<file path="src/rtl/lsb_queue.sv">
// lsb_queue: in-order load/store queue between dispatch, the CDB result buses and a
// single-request memory port.
//
// Ports:
//   clk, rst              clock; synchronous active-high reset
//   i_rdy                 clock enable; low holds every register (state and outputs)
//   i_flush               mispredict flush; keeps only the committed-store prefix
//   i_disp_*              dispatch request (op kind, size, sign, tag, imm, operands)
//   o_disp_ready          queue not full (combinational from count)
//   i_cdb_valid/tag/data  CDB_CH snooped result buses, channel 0 in the LSBs
//   i_commit_valid/tag    ROB head commit; marks the matching store committed
//   o_mem_*               one registered memory request, held until i_mem_done
//   i_mem_done/rdata      completion pulse and raw load data
//   o_res_valid/tag/data  one-cycle load result pulse
module lsb_queue #(
    parameter int unsigned DEPTH  = 8,
    parameter int unsigned TAG_W  = 4,
    parameter int unsigned CDB_CH = 2
) (
    input  logic                     clk,
    input  logic                     rst,
    input  logic                     i_rdy,
    input  logic                     i_flush,
    input  logic                     i_disp_valid,
    output logic                     o_disp_ready,
    input  logic                     i_disp_is_store,
    input  logic [1:0]               i_disp_size,
    input  logic                     i_disp_signed,
    input  logic [TAG_W-1:0]         i_disp_tag,
    input  logic [31:0]              i_disp_imm,
    input  logic                     i_disp_base_rdy,
    input  logic [31:0]              i_disp_base_val,
    input  logic [TAG_W-1:0]         i_disp_base_q,
    input  logic                     i_disp_data_rdy,
    input  logic [31:0]              i_disp_data_val,
    input  logic [TAG_W-1:0]         i_disp_data_q,
    input  logic [CDB_CH-1:0]        i_cdb_valid,
    input  logic [CDB_CH*TAG_W-1:0]  i_cdb_tag,
    input  logic [CDB_CH*32-1:0]     i_cdb_data,
    input  logic                     i_commit_valid,
    input  logic [TAG_W-1:0]         i_commit_tag,
    output logic                     o_mem_req,
    output logic                     o_mem_we,
    output logic [31:0]              o_mem_addr,
    output logic [31:0]              o_mem_wdata,
    output logic [1:0]               o_mem_size,
    input  logic                     i_mem_done,
    input  logic [31:0]              i_mem_rdata,
    output logic                     o_res_valid,
    output logic [TAG_W-1:0]         o_res_tag,
    output logic [31:0]              o_res_data
);

    localparam int unsigned PTR_W = $clog2(DEPTH);
    localparam int unsigned CNT_W = PTR_W + 1;

    typedef enum logic [1:0] {StIdle, StLoad, StStore, StDrain} state_e;

    // Entry storage
    logic             r_is_store  [DEPTH];
    logic [1:0]       r_size      [DEPTH];
    logic             r_signed    [DEPTH];
    logic [TAG_W-1:0] r_tag       [DEPTH];
    logic [31:0]      r_imm       [DEPTH];
    logic             r_base_rdy  [DEPTH];
    logic [31:0]      r_base_val  [DEPTH];
    logic [TAG_W-1:0] r_base_q    [DEPTH];
    logic             r_data_rdy  [DEPTH];
    logic [31:0]      r_data_val  [DEPTH];
    logic [TAG_W-1:0] r_data_q    [DEPTH];
    logic             r_committed [DEPTH];

    logic [PTR_W-1:0] r_head, r_tail;
    logic [CNT_W-1:0] r_count;
    state_e           r_state;

    logic             r_mem_req, r_mem_we;
    logic [31:0]      r_mem_addr, r_mem_wdata;
    logic [1:0]       r_mem_size;
    logic             r_res_valid;
    logic [TAG_W-1:0] r_res_tag;
    logic [31:0]      r_res_data;

    // Next-state and decode wires
    state_e           w_state_nxt;
    logic [PTR_W-1:0] w_head_nxt, w_tail_nxt;
    logic [CNT_W-1:0] w_count_nxt;
    logic [CNT_W-1:0] w_keep_cnt;
    logic             w_disp_fire;
    logic             w_head_ready;
    logic             w_issue, w_pop, w_res_fire;
    logic [DEPTH-1:0] w_slot_valid, w_commit_hit;
    logic [DEPTH-1:0] w_base_hit, w_data_hit;
    logic [31:0]      w_base_cap [DEPTH];
    logic [31:0]      w_data_cap [DEPTH];
    logic             w_disp_base_hit, w_disp_data_hit;
    logic [31:0]      w_disp_base_cap, w_disp_data_cap;

    // Returns {hit, data}; channels scanned high to low so the lowest matching index wins.
    function automatic logic [32:0] cdb_lookup(
        input logic [TAG_W-1:0]        q,
        input logic [CDB_CH-1:0]       valid,
        input logic [CDB_CH*TAG_W-1:0] tags,
        input logic [CDB_CH*32-1:0]    data
    );
        logic [32:0] hit;
        hit = '0;
        for (int c = int'(CDB_CH) - 1; c >= 0; c--) begin
            if (valid[c] && (tags[c*TAG_W +: TAG_W] == q)) begin
                hit = {1'b1, data[c*32 +: 32]};
            end
        end
        return hit;
    endfunction

    function automatic logic [31:0] extend(
        input logic [1:0]  size,
        input logic        sgn,
        input logic [31:0] raw
    );
        logic [31:0] res;
        case (size)
            2'd0:    res = {{24{sgn & raw[7]}}, raw[7:0]};
            2'd1:    res = {{16{sgn & raw[15]}}, raw[15:0]};
            default: res = raw;
        endcase
        return res;
    endfunction

    assign o_disp_ready = (r_count < CNT_W'(DEPTH));
    assign w_disp_fire  = i_disp_valid && o_disp_ready && !i_flush;

    assign w_head_ready = (r_count != '0) && r_base_rdy[r_head] &&
                          (!r_is_store[r_head] || (r_data_rdy[r_head] && r_committed[r_head]));

    // Per-slot validity, snoop matches and commit matches
    always_comb begin
        for (int i = 0; i < int'(DEPTH); i++) begin
            w_slot_valid[i] = ({1'b0, PTR_W'(i) - r_head} < r_count);
            w_commit_hit[i] = i_commit_valid && w_slot_valid[i] && r_is_store[i] &&
                              (r_tag[i] == i_commit_tag);
            {w_base_hit[i], w_base_cap[i]} = cdb_lookup(r_base_q[i], i_cdb_valid, i_cdb_tag,
                                                        i_cdb_data);
            {w_data_hit[i], w_data_cap[i]} = cdb_lookup(r_data_q[i], i_cdb_valid, i_cdb_tag,
                                                        i_cdb_data);
        end
        {w_disp_base_hit, w_disp_base_cap} = cdb_lookup(i_disp_base_q, i_cdb_valid, i_cdb_tag,
                                                        i_cdb_data);
        {w_disp_data_hit, w_disp_data_cap} = cdb_lookup(i_disp_data_q, i_cdb_valid, i_cdb_tag,
                                                        i_cdb_data);
    end

    // Length of the committed-store run starting at head, with this cycle's commit applied,
    // so a commit arriving together with a flush keeps its store.
    always_comb begin
        logic             run;
        logic [PTR_W-1:0] idx;
        w_keep_cnt = '0;
        run        = 1'b1;
        idx        = r_head;
        for (int k = 0; k < int'(DEPTH); k++) begin
            idx = r_head + PTR_W'(k);
            if (run && (CNT_W'(k) < r_count) && (r_committed[idx] || w_commit_hit[idx])) begin
                w_keep_cnt = w_keep_cnt + CNT_W'(1);
            end else begin
                run = 1'b0;
            end
        end
    end

    // Memory FSM: next state and control strobes
    always_comb begin
        w_state_nxt = r_state;
        w_issue     = 1'b0;
        w_pop       = 1'b0;
        w_res_fire  = 1'b0;
        case (r_state)
            StIdle: begin
                // Defer issue by a cycle on flush; a surviving store issues next cycle.
                if (w_head_ready && !i_flush) begin
                    w_issue     = 1'b1;
                    w_state_nxt = r_is_store[r_head] ? StStore : StLoad;
                end
            end
            StLoad: begin
                if (i_mem_done) begin
                    w_state_nxt = StIdle;
                    // A flush in the completion cycle drops the load and its result.
                    if (!i_flush) begin
                        w_pop      = 1'b1;
                        w_res_fire = 1'b1;
                    end
                end else if (i_flush) begin
                    w_state_nxt = StDrain;
                end
            end
            StStore: begin
                if (i_mem_done) begin
                    w_pop       = 1'b1;
                    w_state_nxt = StIdle;
                end
            end
            StDrain: begin
                if (i_mem_done) begin
                    w_state_nxt = StIdle;
                end
            end
            default: w_state_nxt = StIdle;
        endcase
    end

    // Pointer and occupancy update
    always_comb begin
        w_head_nxt  = r_head + PTR_W'(w_pop);
        w_tail_nxt  = r_tail;
        w_count_nxt = r_count;
        if (i_flush) begin
            // Only a committed store can pop here, so it is part of the kept run.
            w_tail_nxt  = r_head + w_keep_cnt[PTR_W-1:0];
            w_count_nxt = w_keep_cnt - CNT_W'(w_pop);
        end else begin
            w_tail_nxt  = r_tail + PTR_W'(w_disp_fire);
            w_count_nxt = r_count + CNT_W'(w_disp_fire) - CNT_W'(w_pop);
        end
    end

    always_ff @(posedge clk) begin
        if (rst) begin
            r_state <= StIdle;
            r_head  <= '0;
            r_tail  <= '0;
            r_count <= '0;
        end else if (i_rdy) begin
            r_state <= w_state_nxt;
            r_head  <= w_head_nxt;
            r_tail  <= w_tail_nxt;
            r_count <= w_count_nxt;
        end
    end

    // Entry updates: snoop, commit, then dispatch write (tail slot is never live when written)
    always_ff @(posedge clk) begin
        if (rst) begin
            for (int i = 0; i < int'(DEPTH); i++) begin
                r_base_rdy[i]  <= 1'b0;
                r_data_rdy[i]  <= 1'b0;
                r_committed[i] <= 1'b0;
            end
        end else if (i_rdy) begin
            for (int i = 0; i < int'(DEPTH); i++) begin
                if (!r_base_rdy[i] && w_base_hit[i]) begin
                    r_base_rdy[i] <= 1'b1;
                    r_base_val[i] <= w_base_cap[i];
                end
                if (!r_data_rdy[i] && w_data_hit[i]) begin
                    r_data_rdy[i] <= 1'b1;
                    r_data_val[i] <= w_data_cap[i];
                end
                if (w_commit_hit[i]) begin
                    r_committed[i] <= 1'b1;
                end
            end
            if (w_disp_fire) begin
                r_is_store[r_tail]  <= i_disp_is_store;
                r_size[r_tail]      <= i_disp_size;
                r_signed[r_tail]    <= i_disp_signed;
                r_tag[r_tail]       <= i_disp_tag;
                r_imm[r_tail]       <= i_disp_imm;
                r_committed[r_tail] <= 1'b0;
                r_base_q[r_tail]    <= i_disp_base_q;
                r_data_q[r_tail]    <= i_disp_data_q;
                r_base_rdy[r_tail]  <= i_disp_base_rdy || w_disp_base_hit;
                r_base_val[r_tail]  <= i_disp_base_rdy ? i_disp_base_val : w_disp_base_cap;
                r_data_rdy[r_tail]  <= i_disp_data_rdy || w_disp_data_hit;
                r_data_val[r_tail]  <= i_disp_data_rdy ? i_disp_data_val : w_disp_data_cap;
            end
        end
    end

    // Registered memory request and load result
    always_ff @(posedge clk) begin
        if (rst) begin
            r_mem_req   <= 1'b0;
            r_mem_we    <= 1'b0;
            r_mem_addr  <= '0;
            r_mem_wdata <= '0;
            r_mem_size  <= '0;
            r_res_valid <= 1'b0;
            r_res_tag   <= '0;
            r_res_data  <= '0;
        end else if (i_rdy) begin
            r_res_valid <= w_res_fire;
            if (w_res_fire) begin
                r_res_tag  <= r_tag[r_head];
                r_res_data <= extend(r_size[r_head], r_signed[r_head], i_mem_rdata);
            end
            if (w_issue) begin
                r_mem_req   <= 1'b1;
                r_mem_we    <= r_is_store[r_head];
                r_mem_addr  <= r_base_val[r_head] + r_imm[r_head];
                r_mem_wdata <= r_data_val[r_head];
                r_mem_size  <= r_size[r_head];
            end else if (i_mem_done && (r_state != StIdle)) begin
                r_mem_req <= 1'b0;
            end
        end
    end

    assign o_mem_req   = r_mem_req;
    assign o_mem_we    = r_mem_we;
    assign o_mem_addr  = r_mem_addr;
    assign o_mem_wdata = r_mem_wdata;
    assign o_mem_size  = r_mem_size;
    assign o_res_valid = r_res_valid;
    assign o_res_tag   = r_res_tag;
    assign o_res_data  = r_res_data;

endmodule

</file>
<file path="config.mk">
export PLATFORM = sky130hd
export DESIGN_NAME = lsb_queue
export DESIGN_NICKNAME = d
export VERILOG_FILES = /design/src/rtl/lsb_queue.sv
export SDC_FILE = /design/constraint.sdc
export NUM_CORES = 2
export LEC_CHECK = 0
export ABC_CLOCK_PERIOD_IN_PS = 20700
export CAP_MARGIN = 20
export CELL_PAD_IN_SITES_DETAIL_PLACEMENT = 0
export CELL_PAD_IN_SITES_GLOBAL_PLACEMENT = 1
export CORE_MARGIN = 4
export CORE_UTILIZATION = 25
export CTS_BUF_LIST = sky130_fd_sc_hd__clkbuf_4
export DETAILED_ROUTE_END_ITERATION = 8
export GPL_TIMING_DRIVEN = 1
export PLACE_DENSITY_LB_ADDON = 0.3
export SYNTH_ARGS = -nofsm -noshare
export SYNTH_HDL_FRONTEND = slang
export SYNTH_SLANG_ARGS = --single-unit
</file>
<file path="constraint.sdc">
create_clock -name clk -period 20.7 [get_ports clk]
set_input_delay 6.21 -clock clk [delete_from_list [all_inputs] [get_ports clk]]
set_output_delay 6.21 -clock clk [all_outputs]
set_load 0.005 [all_outputs]
</file>
[After elaboration in Yosys (flattened, before gate mapping)]
Memory sizes are Yosys's and may differ from the RTL's. A register that Yosys moved wholly into a read port is not among the register bits.
Index checks and enable logic that the tools add are counted.
Storage, ports and cells
  output and inout port bits: 106
  register bits: 81
  memories: 12
  logic and storage cells: 519
  memory bits (writable): 920
  bits of input ports: 231
Cells by class
  multiplexer cells: 229
  add/sub/neg operators: 29
  bitwise logic cells: 26
  reductions and logical operators: 137
  magnitude comparators: 25
  eq/ne operators: 51
Memory list
  r_base_val: words 8, bits a word 32, rd ports 1, clocked after Yosys merged registers in 1, wr ports 9, RTL line 66  | logic [31:0] r_base_val [DEPTH];
  r_data_val: words 8, bits a word 32, rd ports 1, clocked after Yosys merged registers in 1, wr ports 9, RTL line 69  | logic [31:0] r_data_val [DEPTH];
  r_imm: words 8, bits a word 32, rd ports 1, clocked after Yosys merged registers in 1, wr ports 1, RTL line 64  | logic [31:0] r_imm [DEPTH];
  r_base_q: words 8, bits a word 4, rd ports 8, clocked after Yosys merged registers in 0, wr ports 1, RTL line 67  | logic [TAG_W-1:0] r_base_q [DEPTH];
  r_data_q: words 8, bits a word 4, rd ports 8, clocked after Yosys merged registers in 0, wr ports 1, RTL line 70  | logic [TAG_W-1:0] r_data_q [DEPTH];
  r_tag: words 8, bits a word 4, rd ports 9, clocked after Yosys merged registers in 1, wr ports 1, RTL line 63  | logic [TAG_W-1:0] r_tag [DEPTH];
  6 more memories
Operators with widths (number)
  33-bit two-way mux: 36
  4-bit == test: 44
  1-bit two-way mux: 150
  1-bit logical AND: 98
  32-bit two-way mux: 2
  32-bit case mux with 2 select lines: 1
  3-bit two-way mux: 17
  32-bit adder: 1
  3-bit by 4-bit less-than comparator with 1-bit output: 8
  3-bit by 4-bit less-than comparator with 1-bit output (second input constant): 8
  4-bit two-way mux: 8
  4-bit by 1-bit adder with 4-bit output (second input constant): 7
  1-bit binary-select mux with 3-bit select: 8
  1-bit bitwise OR: 24
  1-bit zero test: 18
  3-bit by 4-bit less-than comparator with 1-bit output (first input constant): 4
  3-bit adder (second input constant): 4
  3-bit subtractor (first input constant): 4
  1-bit logical OR: 11
  2-bit two-way mux: 5
  1-bit by 4-bit less-than comparator with 1-bit output (first input constant): 2
  2-bit by 4-bit less-than comparator with 1-bit output (first input constant): 2
  4-bit by 1-bit subtractor with 4-bit output: 2
  3-bit by 1-bit adder with 3-bit output: 2
  other kinds (21): 31

[Logic depth before layout (Yosys ltp)]
  word-level depth: 33
  gate-level depth with buffers: 42
  mapped depth without buffers: 39

[Worst setup path before layout]
OpenSTA, ideal clock, no wires.
  path kind: in2reg
  start: input port i_commit_tag[3]
  end: register r_tail[2]
  data arrival time: 12961 ps
  data required time: 20629 ps
  path slack: 7668 ps
  buffers on the path: 1
  stages on the path: 35
  library setup time: 71 ps
  cells stage by stage: buf_6 xor2_1 or3_1 a211oi_1 mux4_2 and2_1 a211oi_1 a211oi_1 ha_1 nand2_1 a211oi_1 nor2_1 nand2_1 nand2_1 ha_1 o31ai_1 inv_1 ha_1 nand2_1 nand4b_1 nand3b_1 ha_1 nor4_1 nor2b_1 ha_1 mux2_2 ha_1 mux2i_1 mux2i_1 nand2_1 fa_1 xnor2_1 or3_1 a31o_1 a21oi_1
On the way
  longest elaborated chain between the ends: 30
  elaborated cells between the ends (all ways): 79
  those cells by class: add/sub: 8; eq/ne: 8; mux: 32; reduce/logical: 31
RTL lines
  from (decl): RTL line 41  | input logic [TAG_W-1:0] i_commit_tag,
  branches (longest 27 deep; another with 4-bit by 1-bit adder with 4-bit output)
  4-bit two-way mux (*): RTL line 163  | if (run && (CNT_W'(k) < r_count) && (r_committed[idx] || w_commit_hit[idx])) begin
  3-bit adder (*): RTL line 219  | w_tail_nxt = r_head + w_keep_cnt[PTR_W-1:0];
  3-bit two-way mux (*): RTL line 217  | if (i_flush) begin
  to (signal assigned): RTL line 236  | r_tail <= w_tail_nxt;
  to (decl): RTL line 73  | logic [PTR_W-1:0] r_head, r_tail;
Every way passes the cells marked *. The select of a mux whose other input is x is not followed.
A chain may end at the register's enable or synchronous reset.

[Final worst setup path]
Same ends and word-level chain as after synthesis.

==> summary.txt <==
Logic synthesis
  – Mux contribution to synthesized area: 19.9%
  – Simple-Gate Fraction of Synth Area: 4.78%
  – Most frequent cell after synthesis: edfxtp_1
  – Synth top area share: 49.4%
  – Commonest cells in the netlist: edfxtp_1, mux2i_1, o22ai_1, clkbuf_1, nand2_1
  – Post-Synthesis Cells: 4284
  – Sequential area share after synthesis: 54.5%
  – Syn avg cell area: 12.8 um^2
  – Synth area leaders: edfxtp_1, mux2i_1, mux4_2
  – Synth Register Bits: 1040
  – XOR/XNOR Fraction of Synth Area: 3.48%
  – FFs w/ async S/R, synth: 0%
  – Cell taking the most area after synthesis: edfxtp_1
  – Adder-Cell Fraction of Synth Area: 1.66%
  – Compound-Gate Fraction of Synth Area: 12.1%
  – Ys Warns: 0
  – Post-synth EDFFs: 902
  – Syn nets: 4586
  – Synth cell types: 75
  – Largest family of logic cells by synthesized area: multiplexers
  – Cell area after synthesis: 54800 um^2
  – Ys flop type: edfxtp_1

STA
  – Slew @ Worst Pin: 1.16 ns
  – Max Clock Freq: 0.0741 GHz
  – Minimum clock period: 13.49 ns
  – Slew headroom: 22.6%
  – Setup TNS: 0 ns
  – Fin Hold WS: 0.451 ns
  – Clock Skews: 0.122 ns
  – Max Transition Viols Final: 0
  – RSZ-0062 raised after global routing: false
  – Final period util: 65.2%
  – Hold Vio Cnt, Final: 0
  – Setup Viol. Count Final: 0

Clocking
  – Hold buffer count at cts: 0
  – Worst-path clk slew: 0.06 ns
  – Clock sink total: 1040
  – Clock root cell: clkbuf_4
  – Clock buffer depth: 4
  – TritonCTS Buffers: 313
  – Htree depth: 5
  – Skew-Pair Late Insertion Delay: 1.31 ns
  – CTS tree: yes
  – Cts repair resizes: 0
  – Post-CTS Setup Inserts: 0

Routing
  – Post-Route WL: 221000 um
  – Max Used Layer: met5
  – TritonRoute pass-1 iters: 5
  – M1 WL: 95900 um
  – WL/cell: 28.7 um
  – Iter 0 DRT Violations: 4330
  – Met3 wire length: 19200 um
  – Avg Vias per Cell: 5.38
  – DR DRC count: 0
  – DR WL met2: 99700 um
  – Detail Route Antenna Nets: 0
  – DR vias: 41396

Critical path
  – Slowest stage delay, CP: 0.68 ns
  – CP Max Fanout: 9
  – Worst Setup Start Kind: input port
  – Critical path required time: 21.84 ns
  – Crit path kind: in -> reg
  – WP buf/inv: 2
  – Top cell family by delay on the critical path: simple AND/OR/NAND/NOR gates
  – CP Capture Type: flop
  – CP max-delay cell: clkdlybuf4s50_1
  – CP Data Arrival Time: 14.63 ns
  – Cell mode on critical path: ha_1

Place
  – GPL Wtd Cong: 0.837
  – Input/output buffers: 336
  – Hpwl dp: 130000 um

Cells and area
  – Register area: 29900 um^2
  – Share of cells above drive strength 1: 20.6%
  – Area growth syn-to-layout: 19.1%
  – Fillers: 22134
  – Nets: 4921
  – Area of the multi-input gates: 23200 um^2

Global route
  – First-pass GRT wire length: 309000 um
  – GRT Total Usage: 18.7%
  – Vias in the first global route: 41006
  – Gr ovfl total: 0
  – Largest net degree at the start of global routing: 81
  – Initial antenna violation count: 18

Floorplan
  – Chip height: 476 um
  – Starting density of the core: 25.2%
  – Rows: 171
  – Die area: 227000 um^2
  – Num ports: 337
  – Core area: 218000 um^2
  – DIE WIDTH: 476 um

Worst hold path
  – Hold WC Path Type: reg -> reg

Run status
  – Status: finished, final reports clean

Power
  – Pwr Density: 71.8 nW/um^2
  – VDD IR-drop max: 0.0372 mV
  – Pleak: 20.2 nW

Job
  – Total of max-cap violations: 0
report_power, final:
part	switching, mW	internal (mW)	total (mW)
combinational	0.235	0.128	0.364
clock	0.946	1.08	2.03
sequential	0.00670	2.28	2.29
total	1.19	3.49	4.68
worst register-to-register path: cells and delay by family (launching register included):
kind | cells | cell delay (ns)
and+or+nand+nor | 11 | 1.88
DFF | 1 | 0.34
adders and majority gates | 9 | 2.76
buffers and inverters | 3 | 0.66
AOI/OAI and AO/OA | 10 | 2.59
xor gates and xnor gates | 2 | 0.72
muxes | 3 | 0.51
path summary, 6_finish.rpt:
kind | start | endpoint | slack, ns | depth (start not counted)
hold / removal | o_mem_addr[10] | o_mem_addr[10] | 0.45 | 2
hold reg to reg | o_mem_addr[10] | o_mem_addr[10] | 0.45 | 2
setup reg to reg | r_head[0] | r_tail[2] | 11.18 | 38
setup / recovery | i_commit_tag[3] | r_tail[2] | 7.21 | 35
cell families (layout without fill, tap and decap cells):
| kind of cell | Yosys count | after routing |
|---|---|---|
| adders and majority gates | 71 | 71 |
| muxes | 811 | 811 |
| DFF | 1040 | 1040 |
| other | 0 | 10 |
| buffers and inverters | 518 | 1066 |
| and+or+nand+nor | 591 | 591 |
| AOI/OAI and AO/OA | 1037 | 1037 |
| xor gates and xnor gates | 216 | 216 |
cell usage in the layout (no fill, tap or decap), drive strengths merged, types with 15 or more instances in the layout:
cell             n
nor2           165
o22ai          512
nor3            46
a311oi          42
clkbuf         468
nand3           34
edfxtp         902
mux4           216
nor4            22
a21oi          203
xnor2           86
nor2b           16
a31oi           15
ha              68
clkdlybuf4s50  333
buf            146
mux2            68
a211oi          20
inv             54
a21o            28
dfxtp          138
a22oi           65
o21ai           57
xor2           130
nand2          244
clkinv          60
mux2i          527
sequential cells by signal (all words and copies together) (netlist names), 8 cells and up, named ones only:
register     cells
r_tag           32
r_data_val     256
o_mem_wdata     32
r_data_rdy       8
r_committed      8
r_data_q        32
r_signed         8
o_res_data      32
o_mem_addr      32
r_base_q        32
r_base_val     256
r_imm          256
r_size          16
r_base_rdy       8
r_is_store       8
layout make-up:
class	instances	share of cell area, %
clock inverters	61	0.570
clock buffers	467	5.37
inverters	58	0.347
well taps	2854	5.47
diodes	10	0.0384
flip-flops and latches	1040	45.8
repair buffers	480	6.83
multi-input cells	2726	35.6
stage by stage:
| step | total power, mW | util (%) | instances | setup WS (ns) | instance area, um^2 |
|---|---|---|---|---|---|
| floorplan | 2.52 | - | 4284 | 7.67 | 54800 |
| global placement | 2.69 | 28.2 | 7156 | 6.18 | 61300 |
| detailed placement | 2.69 | 28.2 | 7156 | 6.07 | 61300 |
| CTS | 4.74 | 30.0 | 7684 | 7.42 | 65200 |
| global route | 4.89 | 30.0 | 7695 | 6.81 | 65200 |
| finish | 4.68 | 30.0 | 7696 | 7.21 | 65200 |
metal layers:
metal / up-vias / global-route usage [%]
met4: 6 / 5.74
met3: 427 / 4.51
met1: 20984 / 25.9
met2: 2250 / 28.8
li1: 17729 / -
met5: - / 0
(Power assumes the default switching activity.)
